===== src/rtl/fir_sched_ctrl_if.sv =====
// Handshake/bus bundle between the FIR sequencer and its surroundings:
// AXI-lite start/length and tap-config requests, AXI-Stream handshakes,
// tap/data BRAM control and MAC control.
// The master modport is the sequencer; the slave modport is the environment.
interface fir_sched_ctrl_if #(
    parameter int pADDR_WIDTH = 12
);
    logic                   ap_start;
    logic [31:0]            data_length;
    logic                   ap_done;
    logic                   ap_idle;

    logic                   ss_tvalid;
    logic                   ss_tlast;
    logic                   ss_tready;
    logic                   sm_tvalid;
    logic                   sm_tready;
    logic                   sm_tlast;

    logic                   cfg_tap_req;
    logic                   cfg_tap_we;
    logic [pADDR_WIDTH-1:0] cfg_tap_addr;
    logic                   cfg_tap_gnt;

    logic                   tap_EN;
    logic [3:0]             tap_WE;
    logic [pADDR_WIDTH-1:0] tap_A;
    logic                   data_EN;
    logic [3:0]             data_WE;
    logic [pADDR_WIDTH-1:0] data_A;
    logic                   data_sel_zero;

    logic                   mac_clr;
    logic                   mac_en;

    modport master (
        input  ap_start, data_length, ss_tvalid, ss_tlast, sm_tready,
               cfg_tap_req, cfg_tap_we, cfg_tap_addr,
        output ap_done, ap_idle, ss_tready, sm_tvalid, sm_tlast, cfg_tap_gnt,
               tap_EN, tap_WE, tap_A, data_EN, data_WE, data_A, data_sel_zero,
               mac_clr, mac_en
    );

    modport slave (
        output ap_start, data_length, ss_tvalid, ss_tlast, sm_tready,
               cfg_tap_req, cfg_tap_we, cfg_tap_addr,
        input  ap_done, ap_idle, ss_tready, sm_tvalid, sm_tlast, cfg_tap_gnt,
               tap_EN, tap_WE, tap_A, data_EN, data_WE, data_A, data_sel_zero,
               mac_clr, mac_en
    );
endinterface


===== src/rtl/fir_sched_ctrl.sv =====
// Control-path sequencer for the Tape_Num-tap FIR engine.
// Runs ap_start/ap_done/ap_idle, clears and addresses the circular data BRAM,
// steps the tap BRAM, drives MAC clear/enable and the AXI-Stream handshakes,
// and lends the tap BRAM to the AXI-lite config path while idle.
// All outputs are registered and always reflect the current FSM state.
// Optional feature: define FIR_SCHED_TLAST_CHECK_EN to add the sticky
// tlast_err output that flags inputs whose ss_tlast disagrees with data_length.
module fir_sched_ctrl #(
    parameter int pADDR_WIDTH = 12,
    parameter int Tape_Num    = 11
) (
    input  logic axis_clk,
    input  logic axis_rst,
`ifdef FIR_SCHED_TLAST_CHECK_EN
    output logic tlast_err,
`endif
    fir_sched_ctrl_if.master bus
);
    localparam int               IDX_W    = $clog2(Tape_Num);
    localparam logic [IDX_W-1:0] LAST_IDX = IDX_W'(Tape_Num - 1);

    typedef enum logic [2:0] {
        S_IDLE, S_CLEAR, S_WAIT_IN, S_WRITE, S_MAC, S_DRAIN, S_OUT
    } state_t;

    state_t           state;
    logic [IDX_W-1:0] idx;        // CLEAR address / MAC tap index
    logic [IDX_W-1:0] didx;       // MAC data index, walks backwards from head
    logic [IDX_W-1:0] head;       // slot of the newest sample
    logic [31:0]      len;
    logic [31:0]      out_cnt;
    logic             start_pend; // holds an ap_start that lost to a cfg request
`ifdef FIR_SCHED_TLAST_CHECK_EN
    logic [31:0]      in_cnt;
`endif

    function automatic logic [pADDR_WIDTH-1:0] byte_addr(input logic [IDX_W-1:0] i);
        byte_addr = pADDR_WIDTH'(i) << 2;
    endfunction

    // Circular-buffer step towards older samples.
    function automatic logic [IDX_W-1:0] dec_wrap(input logic [IDX_W-1:0] i);
        dec_wrap = (i == '0) ? LAST_IDX : i - IDX_W'(1);
    endfunction

    // Sequencer FSM with registered outputs and tap-BRAM arbitration.
    always_ff @(posedge axis_clk) begin
        if (axis_rst) begin
            state             <= S_IDLE;
            bus.ss_tready     <= 1'b0;
            bus.sm_tvalid     <= 1'b0;
            bus.sm_tlast      <= 1'b0;
            bus.tap_EN        <= 1'b0;
            bus.tap_WE        <= 4'h0;
            bus.data_EN       <= 1'b0;
            bus.data_WE       <= 4'h0;
            bus.data_sel_zero <= 1'b0;
            bus.mac_clr       <= 1'b0;
            bus.mac_en        <= 1'b0;
            bus.cfg_tap_gnt   <= 1'b0;
            bus.ap_done       <= 1'b0;
            bus.ap_idle       <= 1'b1;
            head              <= '0;
            out_cnt           <= '0;
            start_pend        <= 1'b0;
`ifdef FIR_SCHED_TLAST_CHECK_EN
            tlast_err         <= 1'b0;
`endif
        end else begin
            case (state)
                S_IDLE: begin
                    // A config request always wins; the start waits in start_pend.
                    if ((start_pend || bus.ap_start) && !bus.cfg_tap_req) begin
                        state             <= S_CLEAR;
                        start_pend        <= 1'b0;
                        bus.ap_done       <= 1'b0;
                        bus.ap_idle       <= 1'b0;
                        len               <= bus.data_length;
                        out_cnt           <= '0;
                        head              <= '0;
                        idx               <= '0;
                        bus.cfg_tap_gnt   <= 1'b0;
                        bus.tap_EN        <= 1'b0;
                        bus.tap_WE        <= 4'h0;
                        bus.data_EN       <= 1'b1;
                        bus.data_WE       <= 4'hF;
                        bus.data_sel_zero <= 1'b1;
                        bus.data_A        <= byte_addr('0);
`ifdef FIR_SCHED_TLAST_CHECK_EN
                        tlast_err         <= 1'b0;
                        in_cnt            <= '0;
`endif
                    end else begin
                        start_pend      <= start_pend || bus.ap_start;
                        bus.cfg_tap_gnt <= bus.cfg_tap_req;
                        bus.tap_EN      <= bus.cfg_tap_req;
                        bus.tap_WE      <= (bus.cfg_tap_req && bus.cfg_tap_we) ? 4'hF : 4'h0;
                        bus.tap_A       <= bus.cfg_tap_addr;
                    end
                end
                S_CLEAR: begin
                    // Zero the whole history so each run starts from silence.
                    if (idx == LAST_IDX) begin
                        bus.data_EN       <= 1'b0;
                        bus.data_WE       <= 4'h0;
                        bus.data_sel_zero <= 1'b0;
                        if (len == '0) begin
                            state       <= S_IDLE;
                            bus.ap_done <= 1'b1;
                            bus.ap_idle <= 1'b1;
                        end else begin
                            state         <= S_WAIT_IN;
                            bus.ss_tready <= 1'b1;
                        end
                    end else begin
                        idx        <= idx + IDX_W'(1);
                        bus.data_A <= byte_addr(idx + IDX_W'(1));
                    end
                end
                S_WAIT_IN: begin
                    if (bus.ss_tvalid) begin
                        state         <= S_WRITE;
                        bus.ss_tready <= 1'b0;
                        bus.data_EN   <= 1'b1;
                        bus.data_WE   <= 4'hF;
                        bus.data_A    <= byte_addr(head);
                        bus.mac_clr   <= 1'b1;
`ifdef FIR_SCHED_TLAST_CHECK_EN
                        if (bus.ss_tlast != (in_cnt == len - 32'd1))
                            tlast_err <= 1'b1;
                        in_cnt <= in_cnt + 32'd1;
`endif
                    end
                end
                S_WRITE: begin
                    state       <= S_MAC;
                    bus.mac_clr <= 1'b0;
                    bus.data_WE <= 4'h0;
                    bus.data_A  <= byte_addr(head);
                    bus.tap_EN  <= 1'b1;
                    bus.tap_WE  <= 4'h0;
                    bus.tap_A   <= byte_addr('0);
                    idx         <= '0;
                    didx        <= head;
                end
                S_MAC: begin
                    // Read data lands one cycle later, so mac_en trails the address by one.
                    bus.mac_en <= 1'b1;
                    if (idx == LAST_IDX) begin
                        state       <= S_DRAIN;
                        bus.tap_EN  <= 1'b0;
                        bus.data_EN <= 1'b0;
                    end else begin
                        idx        <= idx + IDX_W'(1);
                        bus.tap_A  <= byte_addr(idx + IDX_W'(1));
                        didx       <= dec_wrap(didx);
                        bus.data_A <= byte_addr(dec_wrap(didx));
                    end
                end
                S_DRAIN: begin
                    state         <= S_OUT;
                    bus.mac_en    <= 1'b0;
                    head          <= (head == LAST_IDX) ? '0 : head + IDX_W'(1);
                    bus.sm_tvalid <= 1'b1;
                    bus.sm_tlast  <= (out_cnt == len - 32'd1);
                end
                S_OUT: begin
                    if (bus.sm_tready) begin
                        bus.sm_tvalid <= 1'b0;
                        bus.sm_tlast  <= 1'b0;
                        out_cnt       <= out_cnt + 32'd1;
                        if (out_cnt == len - 32'd1) begin
                            state       <= S_IDLE;
                            bus.ap_done <= 1'b1;
                            bus.ap_idle <= 1'b1;
                        end else begin
                            state         <= S_WAIT_IN;
                            bus.ss_tready <= 1'b1;
                        end
                    end
                end
                default: state <= S_IDLE;
            endcase
        end
    end
endmodule


===== src/flat_wrapper.sv =====
// flat-port wrapper written by rule: the top's interface ports become plain ports
module fir_sched_ctrl_flat 
#(
    parameter int pADDR_WIDTH = 12,
    parameter int Tape_Num    = 11
)
  (axis_clk, axis_rst, bus_ap_start, bus_data_length, bus_ss_tvalid, bus_ss_tlast, bus_sm_tready, bus_cfg_tap_req, bus_cfg_tap_we, bus_cfg_tap_addr, bus_ap_done, bus_ap_idle, bus_ss_tready, bus_sm_tvalid, bus_sm_tlast, bus_cfg_tap_gnt, bus_tap_EN, bus_tap_WE, bus_tap_A, bus_data_EN, bus_data_WE, bus_data_A, bus_data_sel_zero, bus_mac_clr, bus_mac_en);
  fir_sched_ctrl_if #(.pADDR_WIDTH(pADDR_WIDTH)) bus_i ();
  input  logic axis_clk;
  input  logic axis_rst;
  input wire logic [$bits(bus_i.ap_start)-1:0] bus_ap_start;
  input wire logic [$bits(bus_i.data_length)-1:0] bus_data_length;
  input wire logic [$bits(bus_i.ss_tvalid)-1:0] bus_ss_tvalid;
  input wire logic [$bits(bus_i.ss_tlast)-1:0] bus_ss_tlast;
  input wire logic [$bits(bus_i.sm_tready)-1:0] bus_sm_tready;
  input wire logic [$bits(bus_i.cfg_tap_req)-1:0] bus_cfg_tap_req;
  input wire logic [$bits(bus_i.cfg_tap_we)-1:0] bus_cfg_tap_we;
  input wire logic [$bits(bus_i.cfg_tap_addr)-1:0] bus_cfg_tap_addr;
  output wire logic [$bits(bus_i.ap_done)-1:0] bus_ap_done;
  output wire logic [$bits(bus_i.ap_idle)-1:0] bus_ap_idle;
  output wire logic [$bits(bus_i.ss_tready)-1:0] bus_ss_tready;
  output wire logic [$bits(bus_i.sm_tvalid)-1:0] bus_sm_tvalid;
  output wire logic [$bits(bus_i.sm_tlast)-1:0] bus_sm_tlast;
  output wire logic [$bits(bus_i.cfg_tap_gnt)-1:0] bus_cfg_tap_gnt;
  output wire logic [$bits(bus_i.tap_EN)-1:0] bus_tap_EN;
  output wire logic [$bits(bus_i.tap_WE)-1:0] bus_tap_WE;
  output wire logic [$bits(bus_i.tap_A)-1:0] bus_tap_A;
  output wire logic [$bits(bus_i.data_EN)-1:0] bus_data_EN;
  output wire logic [$bits(bus_i.data_WE)-1:0] bus_data_WE;
  output wire logic [$bits(bus_i.data_A)-1:0] bus_data_A;
  output wire logic [$bits(bus_i.data_sel_zero)-1:0] bus_data_sel_zero;
  output wire logic [$bits(bus_i.mac_clr)-1:0] bus_mac_clr;
  output wire logic [$bits(bus_i.mac_en)-1:0] bus_mac_en;
  assign bus_i.ap_start = bus_ap_start;
  assign bus_i.data_length = bus_data_length;
  assign bus_i.ss_tvalid = bus_ss_tvalid;
  assign bus_i.ss_tlast = bus_ss_tlast;
  assign bus_i.sm_tready = bus_sm_tready;
  assign bus_i.cfg_tap_req = bus_cfg_tap_req;
  assign bus_i.cfg_tap_we = bus_cfg_tap_we;
  assign bus_i.cfg_tap_addr = bus_cfg_tap_addr;
  assign bus_ap_done = bus_i.ap_done;
  assign bus_ap_idle = bus_i.ap_idle;
  assign bus_ss_tready = bus_i.ss_tready;
  assign bus_sm_tvalid = bus_i.sm_tvalid;
  assign bus_sm_tlast = bus_i.sm_tlast;
  assign bus_cfg_tap_gnt = bus_i.cfg_tap_gnt;
  assign bus_tap_EN = bus_i.tap_EN;
  assign bus_tap_WE = bus_i.tap_WE;
  assign bus_tap_A = bus_i.tap_A;
  assign bus_data_EN = bus_i.data_EN;
  assign bus_data_WE = bus_i.data_WE;
  assign bus_data_A = bus_i.data_A;
  assign bus_data_sel_zero = bus_i.data_sel_zero;
  assign bus_mac_clr = bus_i.mac_clr;
  assign bus_mac_en = bus_i.mac_en;
  fir_sched_ctrl #(.pADDR_WIDTH(pADDR_WIDTH), .Tape_Num(Tape_Num)) u_core (.axis_clk(axis_clk), .axis_rst(axis_rst), .bus(bus_i));
endmodule

===== config.mk =====
export PLATFORM = sky130hd
export DESIGN_NAME = fir_sched_ctrl_flat
export DESIGN_NICKNAME = d
export VERILOG_FILES = /design/src/rtl/fir_sched_ctrl_if.sv /design/src/rtl/fir_sched_ctrl.sv /design/src/flat_wrapper.sv
export SDC_FILE = /design/constraint.sdc
export NUM_CORES = 1
export LEC_CHECK = 0
export ABC_AREA = 0
export BUFFER_PORTS_ARGS = -buffer_cell sky130_fd_sc_hd__buf_2
export CAP_MARGIN = 20
export CORE_ASPECT_RATIO = 1.2
export CORE_MARGIN = 5
export CORE_UTILIZATION = 47
export DETAILED_ROUTE_END_ITERATION = 6
export GPL_TIMING_DRIVEN = 0
export PLACE_DENSITY = 0.71
export RECOVER_POWER = 100
export SETUP_SLACK_MARGIN = 0.4
export SLEW_MARGIN = 20
export SYNTH_ARGS = -nofsm -noshare
export SYNTH_HDL_FRONTEND = slang
export SYNTH_SLANG_ARGS = --single-unit

===== constraint.sdc =====
create_clock -name axis_clk -period 3.4 [get_ports axis_clk]
set_clock_uncertainty 0.2 [all_clocks]
set_input_delay 0.68 -clock axis_clk [delete_from_list [all_inputs] [get_ports axis_clk]]
set_output_delay 0.68 -clock axis_clk [all_outputs]
set_load 0.02 [all_outputs]

---- After elaboration in Yosys (flattened, before gate mapping) ----
Index checks and enable logic that the tools add are counted.
word-level totals
  register bits ........................... 123
operators by class
  add/sub/neg operators ................... 5
  equal/unequal tests ..................... 23
  multiplexer cells ....................... 58
  bitwise logic cells ..................... 1
  reduce and logical (&&, ||, !) cells .... 39
operator list
  kind                                                   count
  2-to-1 mux 32 bit                                      2
  case mux 32 bit (2 select lines)                       1
  2-to-1 mux 12 bit                                      5
  case mux 12 bit (5 select lines)                       1
  2-to-1 mux 4 bit                                       10
  case mux 12 bit (3 select lines)                       1
  adder 32 x 1 -> 32 bit, second input constant          1
  equality test 32 bit                                   1
  zero test 32 bit                                       1
  subtractor 32 x 1 -> 32 bit, second input constant     1
  case mux 4 bit (2 select lines)                        3
  case mux 3 bit (7 select lines)                        1
  AND reduction 6 bit                                    3
  2-to-1 mux 1 bit                                       16
  inequality test 2 bit, second input constant           8
  case mux 4 bit (4 select lines)                        1
  AND reduction 4 bit                                    4
  nonzero test 2 bit                                     8
  2-to-1 mux 3 bit                                       5
  nonzero test 3 bit                                     5
  inequality test 2 x 1 -> 1 bit, second input constant  6
  case mux 1 bit (3 select lines)                        4
  case mux 4 bit (3 select lines)                        1
  AND reduction 3 bit                                    4
  other kinds (19)                                       33

---- Logic depth before layout (Yosys ltp) ----
  word-level depth ........................ 5
  gate-level depth with buffers ........... 9
  mapped depth without buffers ............ 9

---- Worst setup path after synthesis ----
No wires, ideal clock.
  path kind ............................... input to register
  from .................................... in bus_cfg_tap_req
  to ...................................... reg u_core.len[0] (enable)
  data arrival time ....................... 2.533 ns
  path slack .............................. 0.244 ns
  cell stages on the path ................. 3
  buffers on the path ..................... 0
  cells stage by stage .................... o21ba_2 nand2_1 nor2_1
between the ends
  word-level cells in the longest chain between the ends .. 3
ends and longest elaborated chain
  element                               RTL line              source
  start, declared                       flat_wrapper.sv:16    input wire logic [$bits(bus_i.cfg_tap_req)-1:0] bus_cfg_tap_req;
  zero test 1 bit                       fir_sched_ctrl.sv:73  if ((start_pend || bus.ap_start) && !bus.cfg_tap_req) begin
  logical AND 1 bit                     fir_sched_ctrl.sv:73
  AND reduction 3 bit (no source line)  --
  end signal, assigned                  fir_sched_ctrl.sv:78  len <= bus.data_length;
  end, declared                         fir_sched_ctrl.sv:30  logic [31:0] len;
No other way between the ends.
A chain may end at the register's enable or synchronous reset.

---- Worst setup path after layout ----
  from .................................... reg u_core.len[1]
  to ...................................... reg u_core.bus.ss_tready
between the ends
  word-level cells in the longest chain between the ends .. 4
  elaborated cells on any way between the ends .. 6
ends and longest elaborated chain
  element                                 RTL line                 source
  subtractor 32 x 1 -> 32 bit             fir_sched_ctrl.sv:172    if (out_cnt == len - 32'd1) begin
  equality test 32 bit                    fir_sched_ctrl.sv:172
  inequality test 2 bit (no source line)  --
  AND reduction 6 bit (no source line) *  --
  end signal, assigned                    fir_sched_ctrl.sv:113    bus.ss_tready <= 1'b1;
  end signal, assigned                    fir_sched_ctrl.sv:123    bus.ss_tready <= 1'b0;
  end signal, assigned                    fir_sched_ctrl.sv:178    bus.ss_tready <= 1'b1;
  end, declared                           fir_sched_ctrl_if.sv:39  output ap_done, ap_idle, ss_tready, sm_tvalid, sm_tlast, cfg_tap_gnt,
Mark *: on every way between the ends. The rest lies on a longest branch, timed or not.

==> flow_summary.ini <==
[synth]
synth.yosys.warnings = 0
synth-seq-area-share = 0.458
netlist.area_leader.share = 0.281
syn_inst = 632
synth_edf_count = 56
fraction_of_registers_with_async_set_or_reset_after_synthesis = 0
synth_area_um2 = 5980
postSynthRegisterBits = 109
synth_top_cell_by_area = sky130_fd_sc_hd__edfxtp_1
synth.distinct_cells = 71
avgSynthCellArea_um2 = 9.47
dominantRegCellSynth = sky130_fd_sc_hd__edfxtp_1
synth.area.top_cells = sky130_fd_sc_hd__edfxtp_1 28%, sky130_fd_sc_hd__dfxtp_1 18%, sky130_fd_sc_hd__xnor2_1 4.7%, sky130_fd_sc_hd__nor2_1 4.4%, sky130_fd_sc_hd__xor2_1 4.4%

[run_status]
status = completed

[sta]
tightest_slew_ns = 0.810
period_share = 0.922
timing.final.ws_setup_ns = 0.265
max_clock_freq_mhz = 319
timing.final.setup_violations = 0
timing.final.crit_period_ns = 3.14
unrepaired_setup_endpoints_after_global_routing = yes
hold_slack_ns = 0.258
hold_violations = 0
maxSlewHeadroom = 0.457
timing.final.max_slew_violations = 0

[detailed_routing]
wl_per_cell_um = 16.3
drt_first_pass_iters = 5
drtAntennaViolNets = 0
remaining_drc_errors = 0
drt-total-wl_um = 15100
drt_iter0_markers = 299
vias = 5143
route.detailed.vias_per_inst = 5.57

[power_and_ir_drop]
leakage_nw = 2.52
peakVddDrop_mv = 0.223
power_frac_comb = 0.108
power_frac_seq = 0.511
switchingPower_mw = 0.715
switching_share = 0.249
fraction_of_power_consumed_by_the_clock_network = 0.382
power-per-cell-area_nw_per_um2 = 401
internal-power_mw = 2.16

[clock_network]
clock-sinks = 109
max-clock-path-buffers = 2
holdBufCountCts = 0
clock_tree.htree_level_count = 3
cts_tree = built
clk_latency_ns = 0.35
clk_pin_slew_ns = 0.07
clk_root_buffer_cell = sky130_fd_sc_hd__clkbuf_16
number_of_buffers_added_by_the_clock_tree_synthesis_step = 9

[placement]
post-place-ws_ns = -0.257
dp_hpwl_um = 11200
port-buffer-count = 85
place_congestion = 0.860

[final_layout]
ratio_of_cells_with_drive_above_1_in_the_final_layout = 0.177
final_net_count = 814
antenna_cells_inserted = 0
mostFrequentLayoutCell = sky130_fd_sc_hd__nor2_1
area_growth_pct = 19.8
mostFrequentLayoutCells = 69 x sky130_fd_sc_hd__nor2_1, 58 x sky130_fd_sc_hd__clkbuf_1, 56 x sky130_fd_sc_hd__edfxtp_1

[critical_path]
critPathMaxFanout = 4
crit_type = reg -> reg
worst-endpoint-arrival_ns = 3.15
cpMaxStageDelayCell = sky130_fd_sc_hd__nor4_2
cp.required_ns = 3.42
crit_path_largest_cell_delay_ns = 0.49
worstSetupStartpointType = register
worst_setup_path_end_kind = register
crit_chain = inv_1, ha_2, or3b_4, or4_4, a22oi_1, nand4_1, nor4_2, and2_4, a41oi_1

[floorplanning]
num_rows = 45
core_area_um2 = 12600
die-width_um = 113
die-height_um = 134
boundary_pin_count = 95
starting_density_of_the_core = 0.477
floorplan.die_area_um2 = 15100

[grt]
gr-total-overflow = 0
grt_start_max_net_pins = 33
wire_length_of_the_first_global_routing_pass_um = 24100
first_global_vias = 4981
antenna_found_initial = 0
grt_usage = 0.195

[flow_run]
max_cap_violations = 0

[min_path]
hold_path.class = reg -> reg
==> cells by family (layout without fill, tap and decap cells) <==
group                    count (synthesis)  count (layout)  synth area share
multiplexers                             4               4           0.00711
XOR/XNOR                                62              62            0.0908
AND/OR/NAND/NOR                        263             263             0.234
AO/OA/AOI/OAI                          129             129             0.147
adder cells (fa/ha/maj)                  8               8            0.0167
flip-flops                             109             109             0.458
buffers and inverters                   56             176            0.0452
other                                    1               8          0.000627
==> worst max-delay path, delay by kind of cell (launching register included) <==
family                   cells  cell delay [ns]
adder cells (fa/ha/maj)      1             0.20
buffers and inverters        1             0.09
flip-flops                   1             0.42
AO/OA/AOI/OAI                2             0.33
AND/OR/NAND/NOR              5             1.76
==> per-stage QoR <==
| step | setup TNS (ns) | utilization | cell area (µm²) | instances | power [mW] |
|---|---|---|---|---|---|
| finish | 0 | 0.571 | 7170 | 923 | 2.87 |
| global route | 0 | 0.571 | 7170 | 923 | 2.98 |
| CTS | 0 | 0.567 | 7120 | 911 | 2.89 |
| detailed placement | -1.92 | 0.531 | 6670 | 889 | 1.80 |
| global placement | -1.10 | 0.529 | 6640 | 888 | 1.79 |
| floorplan | 0 | - | 6010 | 639 | 1.69 |
==> final cells by class <==
cell class | count | area, µm²
buffer | 38 | 204
tap | 164 | 205
fill | 1120 | 5390
timing repair buffer | 104 | 522
clock inverter | 3 | 22.5
inverter | 18 | 67.6
multi-input combinational | 474 | 3110
sequential | 109 | 2740
clock buffer | 13 | 293
==> flip-flops by register name, summed over array words and instances (netlist names), 3 cells and up <==
register           cells
u_core.len            32
u_core.out_cnt        32
u_core.bus.tap_A      12
u_core.bus.data_A      4
u_core.didx            4
u_core.head            4
u_core.idx             4
u_core.state           3
==> power groups by stage <==
| stage | combinational [mW] | sequential, mW | clock, mW |
|---|---|---|---|
| 3_3_place_gp | 0.294 | 1.49 | 0 |
| 5_1_grt | 0.338 | 1.47 | 1.17 |
| 2_1_floorplan | 0.167 | 1.52 | 0 |
| 4_1_cts | 0.312 | 1.47 | 1.11 |
| 3_5_place_dp | 0.303 | 1.50 | 0 |
| 6_report | 0.309 | 1.47 | 1.10 |
==> final timing paths <==
kind	start	endpoint	slack (ns)	cells past startpoint
max	u_core.len[1]	u_core.bus.ss_tready	0.26	9
min	u_core.bus.sm_tvalid	u_core.bus.sm_tvalid	0.26	2
max reg2reg	u_core.len[1]	u_core.bus.ss_tready	0.26	9
min reg2reg	u_core.bus.sm_tvalid	u_core.bus.sm_tvalid	0.26	2
==> metal layers <==
metal / vias up / GRT usage / wire length [µm]
met3: 20 / 0.0273 / 928
met5: - / 0 / 0
met1: 2431 / 0.233 / 6240
met4: 0 / 0.0648 / 228
li1: 2534 / - / -
met2: 158 / 0.357 / 7680
==> repair_timing <==
action                     4_1_cts  5_1_grt
gates cloned                     0        0
setup endpoints to repair       25       39
gates resized for setup         18       12
pin swaps                        3        5
buffers inserted                 6       12
==> Yosys cell counts (3+ instances only) <==
cell type and instances:
sky130_fd_sc_hd__a2111oi_0 3, sky130_fd_sc_hd__a211oi_1 5, sky130_fd_sc_hd__a21oi_1 39, sky130_fd_sc_hd__a22oi_1 4, sky130_fd_sc_hd__a31oi_1 5, sky130_fd_sc_hd__a41oi_1 3, sky130_fd_sc_hd__and2_1 13, sky130_fd_sc_hd__and3_1 8
sky130_fd_sc_hd__and4_1 3, sky130_fd_sc_hd__buf_4 14, sky130_fd_sc_hd__clkbuf_1 23, sky130_fd_sc_hd__dfxtp_1 53, sky130_fd_sc_hd__edfxtp_1 56, sky130_fd_sc_hd__ha_1 8, sky130_fd_sc_hd__inv_1 17, sky130_fd_sc_hd__nand2_1 45
sky130_fd_sc_hd__nand2b_1 10, sky130_fd_sc_hd__nand3_1 20, sky130_fd_sc_hd__nand4_1 18, sky130_fd_sc_hd__nand4b_1 6, sky130_fd_sc_hd__nor2_1 70, sky130_fd_sc_hd__nor2b_1 4, sky130_fd_sc_hd__nor3_1 20, sky130_fd_sc_hd__nor3b_1 5
sky130_fd_sc_hd__nor4_1 10, sky130_fd_sc_hd__o211ai_1 6, sky130_fd_sc_hd__o21ai_0 17, sky130_fd_sc_hd__o21ai_1 7, sky130_fd_sc_hd__o22ai_1 3, sky130_fd_sc_hd__o31a_1 3, sky130_fd_sc_hd__o31ai_1 10, sky130_fd_sc_hd__or3_1 10
sky130_fd_sc_hd__or4_1 4, sky130_fd_sc_hd__or4_4 5, sky130_fd_sc_hd__xnor2_1 32, sky130_fd_sc_hd__xor2_1 30
Power figures use the tool's default switching activity.
